--- config.mk ---
export PLATFORM = sky130hd
export DESIGN_NAME = drp_master_flat
export DESIGN_NICKNAME = d
export VERILOG_FILES = /design/src/rtl/drp_master_pkg.sv /design/src/rtl/drp_master_if.sv /design/src/rtl/drp_master_wdog.sv /design/src/rtl/drp_master.sv /design/src/flat_wrapper.sv
export SDC_FILE = /design/constraint.sdc
export NUM_CORES = 1
export LEC_CHECK = 0
export CAP_MARGIN = 10
export CORE_ASPECT_RATIO = 1.1
export CORE_MARGIN = 4
export CORE_UTILIZATION = 50
export CTS_CLUSTER_SIZE = 28
export DETAILED_ROUTE_END_ITERATION = 8
export PLACE_DENSITY = 0.8
export SLEW_MARGIN = 20
export SYNTH_ARGS = -nofsm -noshare
export SYNTH_HDL_FRONTEND = slang
export SYNTH_SLANG_ARGS = --single-unit
--- constraint.sdc ---
create_clock -name drp_clk -period 3.1 [get_ports drp_clk]
set_clock_uncertainty 0.15 [all_clocks]
set_input_delay 0.31 -clock drp_clk [delete_from_list [all_inputs] [get_ports drp_clk]]
set_output_delay 0.31 -clock drp_clk [all_outputs]
set_load 0.05 [all_outputs]
--- src/rtl/drp_master_pkg.sv ---
// rtl/drp_master_pkg.sv - shared types and constants for the DRP initiator
package drp_master_pkg;

  localparam int DW = 32;

  typedef enum logic [1:0] {READ = 2'd0, WRITE = 2'd1, RMW = 2'd2, RSVD = 2'd3} drp_op_t;
  typedef enum logic [1:0] {OK = 2'd0, TIMEOUT = 2'd1, BADADDR = 2'd2, BADOP = 2'd3} drp_err_t;
  typedef enum logic [2:0] {IDLE, RD_EN, RD_WAIT, WR_EN, WR_WAIT, RESP} drp_st_t;

endpackage

--- src/rtl/drp_master_if.sv ---
// rtl/drp_master_if.sv - command, response and DRP port bundle of the DRP initiator
interface drp_master_if
  import drp_master_pkg::*;
#(
  parameter int AW_FPGA = 11
);

  logic               cmd_valid;
  logic               cmd_ready;
  logic [1:0]         cmd_op;
  logic [AW_FPGA-1:0] cmd_addr;
  logic [DW-1:0]      cmd_wdata;
  logic [DW-1:0]      cmd_mask;
  logic               cmd_int_reg;
  logic               rsp_valid;
  logic               rsp_ready;
  logic [DW-1:0]      rsp_rdata;
  logic [1:0]         rsp_err;
  logic [AW_FPGA-1:0] drpaddr;
  logic [DW-1:0]      drpdi;
  logic               drpen;
  logic               drpwe;
  logic               int_reg;
  logic [DW-1:0]      drpdo;
  logic               drprdy;

  modport master (
    input  cmd_valid, cmd_op, cmd_addr, cmd_wdata, cmd_mask, cmd_int_reg, rsp_ready, drpdo, drprdy,
    output cmd_ready, rsp_valid, rsp_rdata, rsp_err, drpaddr, drpdi, drpen, drpwe, int_reg
  );

  modport slave (
    output cmd_valid, cmd_op, cmd_addr, cmd_wdata, cmd_mask, cmd_int_reg, rsp_ready, drpdo, drprdy,
    input  cmd_ready, rsp_valid, rsp_rdata, rsp_err, drpaddr, drpdi, drpen, drpwe, int_reg
  );

endinterface

--- src/rtl/drp_master_wdog.sv ---
// rtl/drp_master_wdog.sv - wait counter that flags expiry on the LIMIT-th enabled cycle
module drp_wdog #(
  parameter int LIMIT = 255
) (
  input  logic clk,
  input  logic rst_n,
  input  logic clr,
  input  logic en,
  output logic expired
);

  localparam int W = $clog2(LIMIT + 1);
  localparam logic [W-1:0] LAST = W'(LIMIT - 1);

  logic [W-1:0] cnt;

  // Combinational so the FSM can leave on the very cycle the budget runs out.
  assign expired = (cnt >= LAST);

  always_ff @(posedge clk or negedge rst_n) begin
    if (!rst_n) begin
      cnt <= '0;
    end else if (clr) begin
      cnt <= '0;
    end else if (en && !expired) begin
      cnt <= cnt + 1'b1;
    end
  end

endmodule

--- src/rtl/drp_master.sv ---
// rtl/drp_master.sv - single-outstanding DRP initiator with RMW, timeout and range check
module drp_master
  import drp_master_pkg::*;
#(
  parameter int N           = 2,
  parameter int AW_QUAD     = 9,
  parameter int AW_FPGA     = 11,
  parameter int TIMEOUT_CYC = 255
) (
  input  logic         drp_clk,
  input  logic         drp_rst_n,
  drp_master_if.master bus
);

  drp_st_t                    state, state_d;
  drp_op_t                    op_q, cmd_op;
  drp_err_t                   rsp_err_q, rsp_err_d;
  logic [DW-1:0]              wdata_q, mask_q, rd_q;
  logic [DW-1:0]              rsp_rdata_q, rsp_rdata_d, drpdi_q, drpdi_d;
  logic [AW_FPGA-1:0]         drpaddr_q, drpaddr_d;
  logic [AW_FPGA-AW_QUAD-1:0] quad;
  logic                       int_q, cmd_ready_q, rsp_valid_q, drpen_q, drpwe_q, int_reg_q;
  logic                       accept, in_en, in_wait, expired, en_d, int_d;

  assign cmd_op  = drp_op_t'(bus.cmd_op);
  assign quad    = bus.cmd_addr[AW_FPGA-1:AW_QUAD];
  assign accept  = bus.cmd_valid && cmd_ready_q;
  assign in_en   = (state == RD_EN) || (state == WR_EN);
  assign in_wait = (state == RD_WAIT) || (state == WR_WAIT);

  drp_wdog #(.LIMIT(TIMEOUT_CYC)) u_wdog (
    .clk(drp_clk), .rst_n(drp_rst_n), .clr(in_en), .en(in_wait), .expired(expired)
  );

  always_comb begin
    state_d     = state;
    rsp_rdata_d = rsp_rdata_q;
    rsp_err_d   = rsp_err_q;
    drpaddr_d   = drpaddr_q;
    drpdi_d     = drpdi_q;
    case (state)
      IDLE: if (accept) begin
        if (cmd_op == RSVD) begin
          state_d = RESP; rsp_err_d = BADOP; rsp_rdata_d = '0;
        end else if (int'(quad) >= N) begin
          state_d = RESP; rsp_err_d = BADADDR; rsp_rdata_d = '0;
        end else begin
          drpaddr_d = bus.cmd_addr;
          drpdi_d   = bus.cmd_wdata;
          state_d   = (cmd_op == WRITE) ? WR_EN : RD_EN;
        end
      end
      RD_EN: state_d = RD_WAIT;
      WR_EN: state_d = WR_WAIT;
      // rdy is tested before expiry so a response on the last budget cycle still wins.
      RD_WAIT: if (bus.drprdy) begin
        if (op_q == RMW) begin
          drpdi_d = (bus.drpdo & ~mask_q) | (wdata_q & mask_q);
          state_d = WR_EN;
        end else begin
          state_d = RESP; rsp_err_d = OK; rsp_rdata_d = bus.drpdo;
        end
      end else if (expired) begin
        state_d = RESP; rsp_err_d = TIMEOUT; rsp_rdata_d = '0;
      end
      WR_WAIT: if (bus.drprdy) begin
        state_d = RESP; rsp_err_d = OK; rsp_rdata_d = (op_q == RMW) ? rd_q : '0;
      end else if (expired) begin
        state_d = RESP; rsp_err_d = TIMEOUT; rsp_rdata_d = '0;
      end
      RESP: if (bus.rsp_ready) state_d = IDLE;
      default: state_d = IDLE;
    endcase
  end

  assign en_d  = (state_d == RD_EN) || (state_d == WR_EN);
  assign int_d = en_d && ((state == IDLE) ? bus.cmd_int_reg : int_q);

  // Outputs are registered from the next state so they line up with the state they describe.
  always_ff @(posedge drp_clk or negedge drp_rst_n) begin
    if (!drp_rst_n) begin
      state       <= IDLE;
      op_q        <= READ;
      wdata_q     <= '0;
      mask_q      <= '0;
      rd_q        <= '0;
      int_q       <= 1'b0;
      cmd_ready_q <= 1'b0;
      rsp_valid_q <= 1'b0;
      rsp_rdata_q <= '0;
      rsp_err_q   <= OK;
      drpaddr_q   <= '0;
      drpdi_q     <= '0;
      drpen_q     <= 1'b0;
      drpwe_q     <= 1'b0;
      int_reg_q   <= 1'b0;
    end else begin
      state       <= state_d;
      cmd_ready_q <= (state_d == IDLE);
      rsp_valid_q <= (state_d == RESP);
      rsp_rdata_q <= rsp_rdata_d;
      rsp_err_q   <= rsp_err_d;
      drpaddr_q   <= drpaddr_d;
      drpdi_q     <= drpdi_d;
      drpen_q     <= en_d;
      drpwe_q     <= (state_d == WR_EN);
      int_reg_q   <= int_d;
      if (accept) begin
        op_q    <= cmd_op;
        wdata_q <= bus.cmd_wdata;
        mask_q  <= bus.cmd_mask;
        int_q   <= bus.cmd_int_reg;
      end
      if (state == RD_WAIT && bus.drprdy) rd_q <= bus.drpdo;
    end
  end

  assign bus.cmd_ready = cmd_ready_q;
  assign bus.rsp_valid = rsp_valid_q;
  assign bus.rsp_rdata = rsp_rdata_q;
  assign bus.rsp_err   = rsp_err_q;
  assign bus.drpaddr   = drpaddr_q;
  assign bus.drpdi     = drpdi_q;
  assign bus.drpen     = drpen_q;
  assign bus.drpwe     = drpwe_q;
  assign bus.int_reg   = int_reg_q;

endmodule

--- src/flat_wrapper.sv ---
// flat-port wrapper written by rule: the top's interface ports become plain ports
module drp_master_flat import drp_master_pkg::*;
#(
  parameter int N           = 2,
  parameter int AW_QUAD     = 9,
  parameter int AW_FPGA     = 11,
  parameter int TIMEOUT_CYC = 255
)
  (drp_clk, drp_rst_n, bus_cmd_valid, bus_cmd_op, bus_cmd_addr, bus_cmd_wdata, bus_cmd_mask, bus_cmd_int_reg, bus_rsp_ready, bus_drpdo, bus_drprdy, bus_cmd_ready, bus_rsp_valid, bus_rsp_rdata, bus_rsp_err, bus_drpaddr, bus_drpdi, bus_drpen, bus_drpwe, bus_int_reg);
  drp_master_if #(.AW_FPGA(AW_FPGA)) bus_i ();
  input  logic drp_clk;
  input  logic drp_rst_n;
  input wire logic [$bits(bus_i.cmd_valid)-1:0] bus_cmd_valid;
  input wire logic [$bits(bus_i.cmd_op)-1:0] bus_cmd_op;
  input wire logic [$bits(bus_i.cmd_addr)-1:0] bus_cmd_addr;
  input wire logic [$bits(bus_i.cmd_wdata)-1:0] bus_cmd_wdata;
  input wire logic [$bits(bus_i.cmd_mask)-1:0] bus_cmd_mask;
  input wire logic [$bits(bus_i.cmd_int_reg)-1:0] bus_cmd_int_reg;
  input wire logic [$bits(bus_i.rsp_ready)-1:0] bus_rsp_ready;
  input wire logic [$bits(bus_i.drpdo)-1:0] bus_drpdo;
  input wire logic [$bits(bus_i.drprdy)-1:0] bus_drprdy;
  output wire logic [$bits(bus_i.cmd_ready)-1:0] bus_cmd_ready;
  output wire logic [$bits(bus_i.rsp_valid)-1:0] bus_rsp_valid;
  output wire logic [$bits(bus_i.rsp_rdata)-1:0] bus_rsp_rdata;
  output wire logic [$bits(bus_i.rsp_err)-1:0] bus_rsp_err;
  output wire logic [$bits(bus_i.drpaddr)-1:0] bus_drpaddr;
  output wire logic [$bits(bus_i.drpdi)-1:0] bus_drpdi;
  output wire logic [$bits(bus_i.drpen)-1:0] bus_drpen;
  output wire logic [$bits(bus_i.drpwe)-1:0] bus_drpwe;
  output wire logic [$bits(bus_i.int_reg)-1:0] bus_int_reg;
  assign bus_i.cmd_valid = bus_cmd_valid;
  assign bus_i.cmd_op = bus_cmd_op;
  assign bus_i.cmd_addr = bus_cmd_addr;
  assign bus_i.cmd_wdata = bus_cmd_wdata;
  assign bus_i.cmd_mask = bus_cmd_mask;
  assign bus_i.cmd_int_reg = bus_cmd_int_reg;
  assign bus_i.rsp_ready = bus_rsp_ready;
  assign bus_i.drpdo = bus_drpdo;
  assign bus_i.drprdy = bus_drprdy;
  assign bus_cmd_ready = bus_i.cmd_ready;
  assign bus_rsp_valid = bus_i.rsp_valid;
  assign bus_rsp_rdata = bus_i.rsp_rdata;
  assign bus_rsp_err = bus_i.rsp_err;
  assign bus_drpaddr = bus_i.drpaddr;
  assign bus_drpdi = bus_i.drpdi;
  assign bus_drpen = bus_i.drpen;
  assign bus_drpwe = bus_i.drpwe;
  assign bus_int_reg = bus_i.int_reg;
  drp_master #(.N(N), .AW_QUAD(AW_QUAD), .AW_FPGA(AW_FPGA), .TIMEOUT_CYC(TIMEOUT_CYC)) u_core (.drp_clk(drp_clk), .drp_rst_n(drp_rst_n), .bus(bus_i));
endmodule
# Word-level counts from Yosys, hierarchy flattened
# Index checks and enable logic that the tools add are counted.
[word_totals]
output_inout_bits = 82
elab_cells = 95
inputBits = 115
register_bits = 192
[op_classes]
mux = 36
bitwise = 6
magnitude_cmp = 2
reduce_logical = 16
eq_ne = 18
add_sub_neg = 1
[ops]
columns = ["cell", "n"]
rows = [
  ["$mux W32", 13],
  ["$pmux W32 S3", 1],
  ["$and A32 B32 Y32", 2],
  ["$pmux W32 S2", 1],
  ["$not A32 Y32", 1],
  ["$or A32 B32 Y32", 1],
  ["$mux W3", 8],
  ["$pmux W3 S6", 1],
  ["$mux W2", 8],
  ["$mux W8", 2],
  ["$eq A3 B2 Y1 const B", 3],
  ["$eq A3 B3 Y1 const B", 3],
  ["$add A8 B1 Y8 const B", 1],
  ["$ge A8 B8 Y1 const B", 1],
  ["$ne A2 B2 Y1 const B", 4],
  ["$reduce_and A4 Y1", 2],
  ["$eq A3 B1 Y1 const B", 2],
  ["$logic_not A3 Y1", 2],
  ["$pmux W2 S3", 1],
  ["$reduce_and A6 Y1", 1],
  ["$eq A2 B2 Y1 const B", 2],
  ["$logic_and A1 B1 Y1", 4],
  ["$reduce_bool A2 Y1", 2],
  ["$logic_or A1 B1 Y1", 3],
  ["other kinds (9)", 10],
]

# Depth between registers and ports, before layout
[logic_depth]
depth_word = 9
depth_mapped = 9
depth_no_buf = 7

# By module
# Synthesis repeated with hierarchy kept, for this count alone.
[hier_totals]
cells_unflattened = 613
area_unflattened_um2 = 8390.5
[by_module_without_submodules]
columns = ["module", "seq_area_each_um2", "instances", "area_per_inst_um2", "cells_each"]
rows = [
  ["drp_master", 4604.4, 1, 7906.3, 568],
  ["drp_wdog", 200.2, 1, 484.2, 45],
]

# Worst setup path after synthesis
# Ideal clock, no wire load.
[synth_timing]
path_kind = "register to register"
start = "reg u_core.cmd_ready_q (netlist: u_core.bus.cmd_ready)"
end = "reg u_core.drpdi_q[10] (netlist: u_core.bus.drpdi[10])"
n_path_buf = 2
stages_incl_launch_ff = 8
period_less_slack_ns = 2.379
slack_ns = 0.721
setup_time_ns = 0.125
arrival_ns = 2.104
t_required_ns = 2.825
path_cell_list = "dfrtp_1 nand2_1 o31a_1 o22a_2 nor2b_4 buf_6 buf_12 mux2_4"
[synth_via]
elab_chain_len = 3
[synth_rtl]
columns = ["item", "line_no", "source"]
rows = [
  ["start: declaration", "drp_master.sv:22", "logic int_q, cmd_ready_q, rsp_valid_q, drpen_q, drpwe_q, int_reg_q;"],
  ["start signal: assignment", "drp_master.sv:99", "cmd_ready_q <= (state_d == IDLE);"],
  ["$logic_and A1 B1 Y1", "drp_master.sv:27", "assign accept = bus.cmd_valid && cmd_ready_q;"],
  ["$ne A2 B1 Y1 (no source line)", "--", ""],
  ["$reduce_and A6 Y1 (no source line)", "--", ""],
  ["end signal: assignment", "drp_master.sv:104", "drpdi_q <= drpdi_d;"],
  ["end: declaration", "drp_master.sv:19", "logic [DW-1:0] rsp_rdata_q, rsp_rdata_d, drpdi_q, drpdi_d;"],
]
# Every way passes these cells.
# A chain may end at the register's enable or synchronous reset.

# Worst setup path in the final report
[layout_timing]
start = "reg u_core.state[0]"
end = "reg u_core.drpdi_q[31] (netlist: u_core.bus.drpdi[31])"
[layout_via]
elab_chain_len = 3
elab_cells_between_ends = 10
cone_classes = "eq/ne (6); mux (1); reduce/logical (3)"
[layout_rtl]
columns = ["item", "line_no", "source"]
rows = [
  ["start: declaration", "drp_master.sv:15", "drp_st_t state, state_d;"],
  ["start signal: assignment", "drp_master.sv:98", "state <= state_d;"],
  ["$eq A3 B2 Y1 / $logic_not A3 Y1 (equally long branches)", "drp_master.sv:41", "case (state)"],
  ["$ne A2 B2 Y1 (no source line) (tied with other cells)", "--", ""],
  ["$reduce_and A6 Y1 (no source line)", "--", ""],
]
# Parallel ways exist; a longest one is shown, timed or not.

==> results.py <==
metrics = {
    "drt": {
        "first_pass_iters": 5,
        "routed_via_density": 5.64,
        "vias": 5778,
        "drc_errors": 0,
        "drt_iter0_drc": 265,
        "ant_nets": 0,
        "routed_wirelength_um": 21400,
        "wl_per_cell_um": 20.9,
    },
    "grt": {
        "grt_pass1_vias": 6413,
        "grt_pass1_wl_um": 33900,
        "overflow": 0,
        "grt_antenna_before_repair": 0,
        "grt_usage": 0.226,
        "grt_max_degree": 91,
    },
    "clocking": {
        "cts-root-buf": "clkbuf_16",
        "post_cts_buffers": 0,
        "clk_latency_ns": 0.42,
        "cts_buffers": 17,
        "numClockSinks": 192,
        "clkTransAtPathRegs_ns": 0.07,
        "clockBufferDepth": 2,
        "cts_resized": 0,
        "h-tree-depth": 4,
        "tritoncts": "done",
    },
    "power_and_ir_drop": {
        "comb_power_share": 0.477,
        "power_switching_mw": 5.12,
        "power.share.clock": 0.174,
        "p_seq_frac": 0.349,
        "ir_drop_mv": 0.651,
        "p_leak_nw": 4.73,
        "intPower_mw": 7.62,
        "switching_share": 0.402,
        "power_density_nw_per_um2": 1140,
    },
    "flow_run": {
        "timing.max_cap.violations": 0,
    },
    "placement": {
        "post-place-ws_ns": 0.346,
        "globalplace.congestion": 0.865,
        "numPortBuffers": 196,
        "detailed_place_hpwl_um": 15100,
    },
    "synthesis": {
        "synth_fa_ha_area_frac": 0.00297,
        "synthTopCellsByCount": "dfrtp_1, mux2_2, nor2_1",
        "synth_edf_count": 0,
        "async_flop_share": 1.00,
        "synth_top_area_share": 0.571,
        "yosys-top-cells-area": "dfrtp_1, mux2_2, mux2_4, mux2i_1, o2bb2ai_1",
        "ys_ff_latch": 192,
        "syn-cell-area_sq_um": 8420,
        "synth_compound_area_frac": 0.104,
        "avgSynthCellArea_sq_um": 13.7,
        "synth_cells": 616,
        "yosysSeqAreaShare": 0.571,
        "yosysMostFrequentCell": "dfrtp_1",
        "yosys_warnings": 0,
        "synthXorXnorAreaFrac": 0.00416,
        "synth_nets": 733,
        "synth_top_family_by_area": "multiplexers",
        "synth-simple-area-share": 0.0476,
        "yosys.area.top_type": "dfrtp_1",
        "yosys_most_used_dff": "dfrtp_1",
        "ys_types": 49,
        "yosys-mux-area-fraction": 0.242,
    },
    "finish": {
        "drive_above_1_share": 0.243,
        "fin_nets": 924,
        "syn_to_final_growth_pct": 33.0,
        "diodes": 0,
        "fin_util": 0.681,
    },
    "sta": {
        "final-max-slew-violation-count": 0,
        "finalHoldViolCount": 0,
        "tns_ns": 0,
        "rsz0062_at_grt": "false",
        "max_clock_freq_mhz": 369,
        "setup_viol": 0,
        "slew_headroom": 0.526,
        "worst_slack_ns": 0.390,
        "period_minus_slack_ns": 2.71,
        "period_share": 0.874,
        "worst_pin_slew_ns": 0.712,
    },
    "critical_path": {
        "cp-end-kind": "flip-flop",
        "worstSetupPathType": "reg -> reg",
        "cp-start-kind": "flip-flop",
        "worstPathMaxFanout": 18,
        "critPathRequiredTime_ns": 3.25,
        "cp.arrival_ns": 2.86,
    },
    "floorplan": {
        "fp.dieH_um": 144,
        "rows": 49,
        "dieArea_sq_um": 19000,
        "initial_core_util": 0.512,
        "ios": 197,
        "core-area_sq_um": 16400,
        "die_x_um": 132,
    },
    "outcome": {
        "status": "finished, final reports clean",
    },
    "hold_path": {
        "hold_path.class": "reg -> reg",
    },
}
-- worst paths after layout --
path / slack [ns] / from / depth (start not counted) / endpoint
worst min register to register: 0.34 / u_core.bus.rsp_err[1] / 1 / u_core.bus.rsp_err[1]
min in group asynchronous: 0.37 / drp_rst_n / 2 / u_core.bus.rsp_valid
worst min-delay path: 0.34 / u_core.bus.rsp_err[1] / 1 / u_core.bus.rsp_err[1]
max in group asynchronous: 1.58 / drp_rst_n / 3 / u_core.bus.rsp_rdata[17]
worst max register to register: 0.39 / u_core.state[0] / 6 / u_core.bus.drpdi[31]
worst max-delay path: 0.39 / u_core.state[0] / 6 / u_core.bus.drpdi[31]
-- cells by family after synthesis --
kind of cell	after synthesis
DFF	192
muxes	175
xor gates and xnor gates	4
buffers and inverters	43
AOI/OAI and AO/OA	120
and+or+nand+nor	80
adders and majority gates	2
-- what timing repair did --
action / in CTS / in global routing
setup endpoints to repair: 0 / 0
hold buffers: 1 / 0
endpoints found under the hold margin: 87 / 0
-- placed cells by master (no fill, tap or decap), drive strengths merged, types with 2 or more instances in the layout --
| cell | n |
|---|---|
| nor4 | 2 |
| xor2 | 2 |
| clkinv | 2 |
| nor3 | 4 |
| a21o | 2 |
| a21oi | 38 |
| clkdlybuf4s50 | 195 |
| xnor2 | 2 |
| nor2 | 46 |
| nand2b | 5 |
| ha | 2 |
| bufinv | 2 |
| nand3 | 2 |
| buf | 14 |
| clkinvlp | 2 |
| a22oi | 32 |
| nand2 | 6 |
| mux2i | 33 |
| clkbuf | 26 |
| o21bai | 3 |
| inv | 5 |
| o2bb2ai | 32 |
| nor2b | 6 |
| mux2 | 142 |
| a31o | 3 |
| dfrtp | 192 |
-- final cells by class --
class	instances	area [sq um]
Multi-Input combinational cell	381	3420
Inverter	4	15.0
Fill cell	1154	5240
Clock inverter	7	97.6
Tap cell	204	255
Timing Repair Buffer	211	2090
Clock buffer	25	505
Sequential cell	192	4800
-- critical path: stages, from the launching register on --
cell	delay, ns
dfrtp_1	0.53
nor2b_1	0.29
a22o_1	0.32
a2111oi_4	0.35
nor2b_4	0.22
buf_4	0.36
mux2_1	0.37
-- layer usage --
layer,track usage,part of all wire,wire [um]
met5,0,0,0
met1,0.272,0.41,8730
met2,0.393,0.51,11000
met4,0.0907,0.023,484
met3,0.0609,0.058,1240
-- stage by stage --
stage               area, sq um  hold slack (ns)  instances  total power, mW
detailed placement        10600            0.277        991             10.5
floorplan                  8420           -0.136        616             8.63
global route              11200            0.343       1024             13.3
global placement          10600            0.263        991             10.3
finish                    11200            0.342       1024             12.7
CTS                       11200            0.332       1024             12.8
-- power groups by stage --
stage | logic, mW | clock network (mW) | registers [mW]
after floorplan | 2.81 | 0 | 5.82
after global placement | 5.89 | 0 | 4.36
after detailed placement | 6.09 | 0 | 4.45
after CTS | 6.12 | 2.25 | 4.44
after global routing | 6.39 | 2.35 | 4.57
final | 6.08 | 2.22 | 4.44
(Power assumes the default switching activity.)
